File: config.mk
export PLATFORM = sky130hd
export DESIGN_NAME = uart_tx_arbiter
export DESIGN_NICKNAME = d
export VERILOG_FILES = /design/src/rtl/uart_tx_arbiter.sv
export SDC_FILE = /design/constraint.sdc
export NUM_CORES = 1
export LEC_CHECK = 0
export BUFFER_PORTS_ARGS = -buffer_cell sky130_fd_sc_hd__buf_2
export CAP_MARGIN = 15
export CELL_PAD_IN_SITES_DETAIL_PLACEMENT = 0
export CELL_PAD_IN_SITES_GLOBAL_PLACEMENT = 1
export CORE_MARGIN = 10
export CORE_UTILIZATION = 36
export DETAILED_ROUTE_END_ITERATION = 16
export GPL_ROUTABILITY_DRIVEN = 0
export PLACE_DENSITY_LB_ADDON = 0.1
export SYNTH_ARGS = -nofsm -noshare
export SYNTH_HDL_FRONTEND = slang
export SYNTH_SLANG_ARGS = --single-unit
File: constraint.sdc
create_clock -name i_clock -period 2.4 [get_ports i_clock]
set_clock_uncertainty 0.1 [all_clocks]
set_input_delay 0.12 -clock i_clock [delete_from_list [all_inputs] [get_ports i_clock]]
set_output_delay 0.12 -clock i_clock [all_outputs]
set_load 0.01 [all_outputs]
File: src/rtl/uart_tx_arbiter.sv
// Packet-atomic round-robin arbiter sharing one uart_tx between NUM_REQ byte-stream requesters.
// Define UART_ARB_TIMEOUT_EN to add the LOCKED watchdog and the o_timeoutCount output.
module uart_tx_arbiter #(
  parameter int NUM_REQ        = 2,
  parameter int DATA_SIZE      = 8,
  parameter int BUSY_WAIT_MAX  = 4,
  parameter int TIMEOUT_CYCLES = 100000
) (
  input  logic                         i_clock,
  input  logic                         i_nReset,
  input  logic [NUM_REQ-1:0]           i_reqValid,
  input  logic [NUM_REQ*DATA_SIZE-1:0] i_reqData,
  input  logic [NUM_REQ-1:0]           i_reqLast,
  output logic [NUM_REQ-1:0]           o_reqReady,
  input  logic                         i_txReady,
  output logic [DATA_SIZE-1:0]         o_txData,
  output logic                         o_txValid,
  output logic [NUM_REQ-1:0]           o_grant,
`ifdef UART_ARB_TIMEOUT_EN
  output logic [7:0]                   o_timeoutCount,
`endif
  output logic                         o_busy
);
  localparam int IDX_W = (NUM_REQ > 1) ? $clog2(NUM_REQ) : 1;
  localparam int BW_W  = (BUSY_WAIT_MAX > 1) ? $clog2(BUSY_WAIT_MAX + 1) : 1;

  typedef enum logic [2:0] {IDLE, LOCKED, SEND, WAIT_BUSY, WAIT_READY} state_t;

  state_t               state_reg, state_next;
  logic [IDX_W-1:0]     ptr_reg, ptr_next;
  logic [IDX_W-1:0]     owner_reg, owner_next;
  logic [NUM_REQ-1:0]   grant_reg, grant_next;
  logic [DATA_SIZE-1:0] data_reg, data_next;
  logic                 last_reg, last_next;
  logic [BW_W-1:0]      busy_cnt_reg, busy_cnt_next;

  logic [DATA_SIZE-1:0] req_data [NUM_REQ];
  logic [IDX_W:0]       rot_sum [NUM_REQ];
  logic [IDX_W-1:0]     rot_idx [NUM_REQ];
  logic                 win_found;
  logic [IDX_W-1:0]     win_idx;
  logic                 take;
  logic [IDX_W-1:0]     take_idx;
  logic [IDX_W-1:0]     ptr_adv;
  logic [NUM_REQ-1:0]   ready_onehot;

  // Out-of-range configurations have no meaningful behaviour; this block stays empty.
  if (NUM_REQ < 2 || NUM_REQ > 8 || BUSY_WAIT_MAX < 1 || TIMEOUT_CYCLES < 1) begin : g_param_range
  end

  // rot_idx[i] is the requester examined i-th when searching from the round-robin pointer.
  genvar gi;
  generate
    for (gi = 0; gi < NUM_REQ; gi++) begin : g_req
      assign req_data[gi] = i_reqData[gi*DATA_SIZE +: DATA_SIZE];
      assign rot_sum[gi]  = {1'b0, ptr_reg} + (IDX_W+1)'(gi);
      assign rot_idx[gi]  = (rot_sum[gi] >= (IDX_W+1)'(NUM_REQ))
                          ? IDX_W'(rot_sum[gi] - (IDX_W+1)'(NUM_REQ))
                          : IDX_W'(rot_sum[gi]);
    end
  endgenerate

  always_comb begin
    win_found = 1'b0;
    win_idx   = '0;
    for (int i = NUM_REQ - 1; i >= 0; i--) begin
      if (i_reqValid[rot_idx[i]]) begin
        win_found = 1'b1;
        win_idx   = rot_idx[i];
      end
    end
  end

  assign ptr_adv = (owner_reg == IDX_W'(NUM_REQ - 1)) ? '0 : owner_reg + IDX_W'(1);

  always_comb begin
    take     = 1'b0;
    take_idx = owner_reg;
    if (state_reg == IDLE) begin
      take     = i_txReady && win_found;
      take_idx = win_idx;
    end else if (state_reg == LOCKED) begin
      take     = i_txReady && i_reqValid[owner_reg];
    end
  end

`ifdef UART_ARB_TIMEOUT_EN
  localparam int TO_W = $clog2(TIMEOUT_CYCLES + 1);
  logic [TO_W-1:0] timeout_cnt_reg, timeout_cnt_next;
  logic [7:0]      timeout_count_reg, timeout_count_next;
`endif

  always_comb begin
    state_next    = state_reg;
    ptr_next      = ptr_reg;
    owner_next    = owner_reg;
    grant_next    = grant_reg;
    data_next     = data_reg;
    last_next     = last_reg;
    busy_cnt_next = busy_cnt_reg;
    ready_onehot  = '0;
`ifdef UART_ARB_TIMEOUT_EN
    timeout_cnt_next   = '0;
    timeout_count_next = timeout_count_reg;
`endif
    if (take) begin
      ready_onehot[take_idx] = 1'b1;
      owner_next             = take_idx;
      grant_next             = '0;
      grant_next[take_idx]   = 1'b1;
      data_next              = req_data[take_idx];
      last_next              = i_reqLast[take_idx];
      state_next             = SEND;
    end else begin
      case (state_reg)
`ifdef UART_ARB_TIMEOUT_EN
        LOCKED: begin
          if (timeout_cnt_reg == TO_W'(TIMEOUT_CYCLES - 1)) begin
            grant_next = '0;
            ptr_next   = ptr_adv;
            state_next = IDLE;
            if (timeout_count_reg != 8'hFF) timeout_count_next = timeout_count_reg + 8'd1;
          end else begin
            timeout_cnt_next = timeout_cnt_reg + TO_W'(1);
          end
        end
`endif
        SEND: begin
          busy_cnt_next = '0;
          state_next    = WAIT_BUSY;
        end
        WAIT_BUSY: begin
          if (!i_txReady || busy_cnt_reg == BW_W'(BUSY_WAIT_MAX - 1)) state_next = WAIT_READY;
          else busy_cnt_next = busy_cnt_reg + BW_W'(1);
        end
        WAIT_READY: begin
          if (i_txReady) begin
            if (last_reg) begin
              grant_next = '0;
              ptr_next   = ptr_adv;
              state_next = IDLE;
            end else begin
              state_next = LOCKED;
            end
          end
        end
        default: ;
      endcase
    end
  end

  always_ff @(posedge i_clock or negedge i_nReset) begin
    if (!i_nReset) begin
      state_reg    <= IDLE;
      ptr_reg      <= '0;
      owner_reg    <= '0;
      grant_reg    <= '0;
      data_reg     <= '0;
      last_reg     <= 1'b0;
      busy_cnt_reg <= '0;
    end else begin
      state_reg    <= state_next;
      ptr_reg      <= ptr_next;
      owner_reg    <= owner_next;
      grant_reg    <= grant_next;
      data_reg     <= data_next;
      last_reg     <= last_next;
      busy_cnt_reg <= busy_cnt_next;
    end
  end

`ifdef UART_ARB_TIMEOUT_EN
  always_ff @(posedge i_clock or negedge i_nReset) begin
    if (!i_nReset) begin
      timeout_cnt_reg   <= '0;
      timeout_count_reg <= '0;
    end else begin
      timeout_cnt_reg   <= timeout_cnt_next;
      timeout_count_reg <= timeout_count_next;
    end
  end
  assign o_timeoutCount = timeout_count_reg;
`endif

  // The accept strobe is combinational, so it is forced low while reset is held.
  assign o_reqReady = ready_onehot & {NUM_REQ{i_nReset}};
  assign o_txData   = data_reg;
  assign o_txValid  = (state_reg == SEND);
  assign o_grant    = grant_reg;
  assign o_busy     = (state_reg != IDLE);

endmodule

======== Yosys cells after proc, flatten, opt, wreduce, memory -nomap -nowiden ========
Cells that the tools add are included.
operators by class
  order comparisons ....................... 8
  equality and inequality tests ........... 8
  bitwise gates (word level) .............. 3
  add/subtract/negate cells ............... 5
  reductions and logical operators ........ 16
  muxes and demuxes ....................... 35
operator list
  operator               count
  $mux W8                3
  $mux W1                20
  $mux W3                4
  $mux W2                5
  $eq A3 B2 Y1 const B   3
  $pmux W3 S3            1
  $reduce_and A3 Y1      3
  $lt A1 B2 Y1 const B   4
  $reduce_bool A2 Y1     4
  $ne A3 B3 Y1 const B   2
  $pmux W3 S2            1
  $ge A2 B2 Y1 const B   2
  $reduce_and A4 Y1      1
  $reduce_bool A4 Y1     1
  $add A3 B1 Y3 const B  1
  $eq A3 B1 Y1 const B   1
  $eq A3 B3 Y1 const B   1
  $logic_and A1 B1 Y1    3
  $logic_not A3 Y1       1
  $reduce_bool A3 Y1     1
  $add A1 B1 Y2 const B  1
  $and A2 B2 Y2          1
  $ge A1 B2 Y1 const B   1
  $ne A2 B2 Y1 const B   1
  8 further kinds        9
word-level totals
  output and inout bits ................... 14
  bits in registers ....................... 19

======== Logic depth before layout (Yosys ltp) ========
Gate-level depths: netlist of run 1.
  word-level depth ........................ 14
  depth in mapped cells ................... 6
  mapped depth without buffers ............ 6

======== Least setup slack after synthesis of run 1 ========
OpenSTA, ideal clock, no wires.
  path kind ............................... reg-to-output
  start ................................... reg state_reg[1]
  end ..................................... out o_reqReady[1]
  data required time ...................... 2180 ps
  setup slack ............................. 642 ps
  arrival ................................. 1538 ps
  stages on the path, launching flop included .. 6
  buffers on the path ..................... 1
  cell sequence ........................... dfrtp_1 nand2b_1 a2111oi_4 buf_6 nand2_1 nor2_1
on the way
  word-level cells in the longest chain between the ends .. 8
  elaborated cells on any way between the ends .. 12
  those cells by class .................... 2 x order compare; 1 x eq/ne; 6 x mux; 1 x bitwise; 2 x reduce/logical
RTL lines
  element                                                             RTL line  source
  start, declared                                                     29        state_t state_reg, state_next;
  start signal, assigned                                              162       state_reg <= state_next;
  $logic_not A3 Y1                                                    79        if (state_reg == IDLE) begin
  $mux W1                                                             79
  $lt A1 B2 Y1 (implied by the code) or $ge A1 B1 Y1 (tied branches)  107       ready_onehot[take_idx] = 1'b1;
  $logic_and A1 B1 Y1 (implied by the code)                           107
  $mux W1 (implied by the code)                                       107
  $demux W1 S1                                                        107
  $mux W2 (*)                                                         106       if (take) begin
  $and A2 B2 Y2 (*)                                                   186       assign o_reqReady = ready_onehot & {NUM_REQ{i_nReset}};
  end, declared                                                       14        output logic [NUM_REQ-1:0] o_reqReady,
Every way passes the cells marked *; elsewhere a longest branch is shown, timed or not.

======== Worst setup path in the final report of run 1 ========
  start ................................... reg state_reg[0]
  end ..................................... out o_reqReady[0]
Same word-level chain as after synthesis.

==> results.cfg, run 1 <==
[hold_path]
min_path_type = in2reg
holdPathEnd = o_txData[0]$_DFFE_PN0N_
hold_start = i_reqData[0]
hold_path_depth = 3

[clock_tree]
cts_max_level = 1
clock_sinks = 19
postCtsSetupBuffers = 0
cts_root_buf = clkbuf_4
cts_buffers = 3
clock_latency_ps = 280
clock_path_buffers = 2
hold_buffers = 1
cts_tree = built
cts_resized = 0
cts.clk_slew.worst_paths_ps = 100

[global_route]
grt_start_max_net_pins = 27
grt_overflow_total = 0
grt_pass1_wl_um = 4002
grt_usage_pct = 9.136
antenna_found_initial = 0
grt_pass1_vias = 901

[route]
num_vias = 857
drtIter0Drc = 54
via_per_inst = 5.041
drtPass1Iterations = 4
post_drt_wl_per_cell_um = 13.72
wl_um = 2332
ant_nets = 0
drc_errors = 0

[layout]
syn_to_final_growth_pct = 21.90
largest_reg_flops = 8
nets = 165
fill_cells = 269
drive_gt1_share_pct = 35.25
final_cell_area_mm2 = 0.001267
final_util_pct = 45.96
fin_cells = 170
insertedDiodeCount = 0

[synthesis]
synth_seq_area_share_pct = 45.73
synth-seq-cells = 19
synthDistinctLibCells = 28
synthArstFlopShare_pct = 100.0
yosys_warnings = 0
synth_area_leaders = dfrtp_1 (46%), mux2i_1 (11%), nor2_1 (5.1%)
synth_edf_count = 0
synth_area_mm2 = 0.001040
syn_nets = 127
synth_top_cell_area_share_pct = 45.73
syn_inst = 102
syn_area_per_cell_um2 = 10.19
synthFlopType = dfrtp_1
yosys.area.top_type = dfrtp_1

[placed_design]
placed_area_mm2 = 0.001231
hpwlAfterDp_um = 1810
dp.cells = 165
port_buffers = 36

[sta]
finalHoldViolCount = 0
period_share_pct = 92.68
max_slew_margin_pct = 66.05
fin_setup_tns_ps = 0
worst_pin_slew_ps = 509.3
timing.fmax_mhz = 449.6
setup_viol = 0
period_minus_slack_ps = 2224
grt_setup_unrepaired = false
slew_violations = 0

[setup_path]
cpPeakStageDelay_ps = 540
rrSetupSlack_ps = 450
r2r_cells = 4
crit_chain = o31a_1 -> a31oi_4 -> and3_1 -> buf_2
crit_family = compound AO/OA/AOI/OAI gates
endpoint_kind = primary output
reg2reg_to = last_reg$_DFFE_PN0N_
worstPathArrival_ps = 2000
r2r_start = state_reg[0]$_DFFE_PN0P_
critPathLaunchType = register
path_class = reg2out
cp_num_buf_inv = 1
required_ps = 2180
cp_max_fo = 13
cp_slowest_cell = dfrtp_1

[pwr]
p_leak_nw = 0.6126
ir_drop_v = 0.0005966
p_per_area_mw_per_mm2 = 1240
totalPowerFinal_mw = 1.572

[floorplanning]
num_rows = 19
coreArea_mm2 = 0.002758
die_area_mm2 = 0.005438
die_height_um = 73.74
pin_count = 37
initial_core_util_pct = 37.70
die_x_um = 73.74

[flow_run]
maxCapViolCount = 0

[run_status]
status = finished, final reports clean
[stage by stage]
stage	setup slack [ps]	hold WS [ps]
detailed placement	452.8	0.6599
finish	175.7	29.31
CTS	147.0	20.62
global route	1.935	24.20
floorplan	641.5	-275.6
global placement	470.3	6.390
[cell usage in the layout, fill, tap and decap left out, drive strengths merged, types with 4 or more instances in the layout]
master,Yosys,routed
clkbuf,1,4
nand2b,4,4
o21ai,5,5
a21oi,12,12
dfrtp,19,19
nand2,8,8
buf,4,37
nor2,14,14
inv,5,5
mux2i,11,11
[kinds of logic after synthesis]
group	synth area share, %
and+or+nand+nor	13.36
adders and majority gates	2.406
buffers and inverters	5.173
DFF	45.73
muxes	10.59
AOI/OAI and AO/OA	22.74
[worst max path at each step]
| stage | depth (start not counted) | startpoint | slack [ps] | end |
|---|---|---|---|---|
| after global placement | 4 | state_reg[0]$_DFFE_PN0P_ | 470 | o_txData[2]$_DFFE_PN0N_ |
| after detailed placement | 4 | state_reg[0]$_DFFE_PN0P_ | 450 | last_reg$_DFFE_PN0N_ |
| after floorplan | 5 | state_reg[1]$_DFFE_PN0P_ | 640 | o_reqReady[1] |
| final | 4 | state_reg[0]$_DFFE_PN0P_ | 180 | o_reqReady[0] |
| after global routing | 4 | state_reg[0]$_DFFE_PN0P_ | 2 | o_reqReady[0] |
| after CTS | 4 | state_reg[0]$_DFFE_PN0P_ | 150 | o_reqReady[0] |
[report_power, final]
part	switching [mW]	internal (mW)	total, mW
Sequential	0.147	0.478	0.625
Clock	0.0880	0.0644	0.152
Combinational	0.417	0.377	0.794
[worst min-delay path, stage by stage]
cell     delay (ps)
buf_2            70
mux2i_1          60
a21oi_1         130
[routing by layer]
layer  share of wire, %  up-vias  GRT usage (%)  wire length (um)
li1                   -      432              -                 -
met1                 43      399          10.20              1010
met2                 45       24          14.20              1043
met3                 11        2          4.845               258
met4               0.86        0          3.727                20
met5                  0        -              0                 0
[cell usage after synthesis (all sizes together) (2+ instances only)]
master and count:
mux2i 11, nand2b 4, a31oi 2, dfrtp 19, inv 5, o21a 2
a21oi 12, ha 2, nand2 8, buf 4, nor2 14, a22o 3
o21ai 5
[layout make-up]
class / count / area [um^2] / area share, %
sequential: 19 / 475.5 / 37.51
tap: 31 / 38.79 / 3.060
inverter: 5 / 18.77 / 1.481
multi-input combinational: 73 / 510.5 / 40.28
clock buffer: 4 / 26.28 / 2.073
timing repair buffer: 38 / 197.7 / 15.60
Power figures use the tool's default switching activity.
==> run 2, diff against run 1 <==
- CORE_UTILIZATION: 36 -> 39
- clock period: 2.4 -> 2.8 ns (I/O delays scaled with it)
==> run 2 against run 1 <==
Compared with the run above:
- power down 14%
- cell area about the same
- largest cell class unchanged
- critical path type unchanged
- flip-flop and latch count unchanged
- worst setup slack better by 340 ps
- routed wire length increased by 0.56%
- sequential power down 14%
- via count shrank 2.1%
- die area fell by 5.6%
==> results.cfg, run 2 (synthesis gave the netlist of run 1 again) <==
[pwr]
power_switching_mw = 0.5648
p_clk_share_pct = 10.0
p_leak_nw = 0.6126
seqPwrFrac_pct = 39.8
comb_power_share_pct = 50.2
internal-power_mw = 0.7878
ir_drop_v = 0.0004743
p_per_area_mw_per_mm2 = 1068
switching_share_pct = 41.76

[layout]
nets = 165
largest_reg_flops = 8
final_cell_mix = buf_2 (36), dfrtp_1 (19), nor2_1 (14), mux2i_1 (11), nand2_1 (8)
fin_cells = 169
insertedDiodeCount = 0
syn_to_final_growth_pct = 21.78
drive_gt1_share_pct = 35.25
final_common_cell = buf_2

[global_route]
grt_pass1_vias = 886
antenna_found_initial = 0
grt_usage_pct = 9.201
grt_overflow_total = 0
grt_start_max_net_pins = 27
grt_pass1_wl_um = 3946

[sta]
slew_violations = 0
grt_setup_unrepaired = false
fin_setup_tns_ps = 0
finalHoldViolCount = 0
max_slew_margin_pct = 65.93
worst_pin_slew_ps = 511.1
period_share_pct = 81.47
setup_viol = 0
timing.fmax_mhz = 438.4
period_minus_slack_ps = 2281

[clock_tree]
cts_buffers = 3
clock_latency_ps = 290
cts_max_level = 1
clock_path_buffers = 2
postCtsSetupBuffers = 0
hold_buffers = 1
cts_tree = built
clock_sinks = 19
cts_resized = 0
cts_root_buf = clkbuf_4
cts.clk_slew.worst_paths_ps = 110

[setup_path]
crit_family = simple AND/OR/NAND/NOR gates
path_class = reg2out
cp_max_fo = 13
cp_num_buf_inv = 1
required_ps = 2560
worstPathArrival_ps = 2040
endpoint_kind = primary output
cp_slowest_cell = dfrtp_1
cpPeakStageDelay_ps = 550
crit_chain = nor3_1 -> a31oi_4 -> and3_1 -> buf_2
critPathLaunchType = register

[placed_design]
hpwlAfterDp_um = 1787
dp.cells = 164
port_buffers = 36

[route]
drc_errors = 0
post_drt_wl_per_cell_um = 13.88
num_vias = 839
wl_um = 2345
drtIter0Drc = 76
ant_nets = 0
drtPass1Iterations = 4
via_per_inst = 4.964

[floorplanning]
die_x_um = 71.64
die_height_um = 71.64
initial_core_util_pct = 41.59
die_area_mm2 = 0.005132
pin_count = 37
num_rows = 18
coreArea_mm2 = 0.002500

[hold_path]
min_path_type = in2reg

[run_status]
status = finished, final reports clean

[flow_run]
maxCapViolCount = 0
## run 2: worst paths after layout
path / startpoint / to / slack, ps / depth (start not counted)
worst max-delay path: state_reg[0]$_DFFE_PN0P_ / o_reqReady[0] / 520 / 4
min in group asynchronous: i_nReset / busy_cnt_reg[2]$_DFFE_PN0P_ / 210 / 2
worst min register to register: ptr_reg$_DFFE_PN0P_ / ptr_reg$_DFFE_PN0P_ / 410 / 2
max in group asynchronous: i_nReset / o_txData[3]$_DFFE_PN0N_ / 2080 / 2
worst max register to register: state_reg[0]$_DFFE_PN0P_ / o_txData[2]$_DFFE_PN0N_ / 830 / 4
worst min-delay path: i_reqData[13] / o_txData[5]$_DFFE_PN0N_ / 40 / 3
## run 2: worst min-delay path, cell delays in order
cell,delay [ps]
buf_2,70
mux2i_1,70
a21oi_2,120
## run 2: routing by layer
metal | wire length [um] | vias to the layer above | track usage [%]
li1 | - | 430 | -
met1 | 1106 | 383 | 11.82
met2 | 1051 | 24 | 13.63
met3 | 175 | 2 | 3.581
met4 | 12 | 0 | 3.226
met5 | 0 | - | 0
## run 2: area by class of cell
class	instances	area [um^2]
Sequential cell	19	475.5
Tap cell	30	37.54
Clock buffer	4	26.28
Inverter	5	18.77
Timing Repair Buffer	38	197.7
Multi-Input combinational cell	73	510.5
Fill cell	250	1234
## run 2: metrics by stage
| step | power (mW) | hold slack (ps) | util, % | worst slack, ps | instance area, um^2 |
|---|---|---|---|---|---|
| 3_3_place_gp | 1.218 | 18.25 | 49.20 | 831.5 | 1230 |
| 5_1_grt | 1.494 | 37.65 | 50.65 | 313.9 | 1266 |
| 4_1_cts | 1.383 | 34.30 | 50.65 | 490.2 | 1266 |
| 6_report | 1.353 | 42.37 | 50.65 | 518.7 | 1266 |
| 2_1_floorplan | 1.055 | -255.6 | - | 1022 | 1040 |
| 3_5_place_dp | 1.240 | 19.19 | 49.20 | 811.9 | 1230 |
## run 2: power by group through the flow
stage | logic, mW | clock network (mW) | registers [mW]
final | 0.678 | 0.136 | 0.538
after global routing | 0.774 | 0.157 | 0.563
after CTS | 0.699 | 0.145 | 0.540
after detailed placement | 0.695 | 0 | 0.546
after global placement | 0.680 | 0 | 0.538
after floorplan | 0.524 | 0 | 0.531
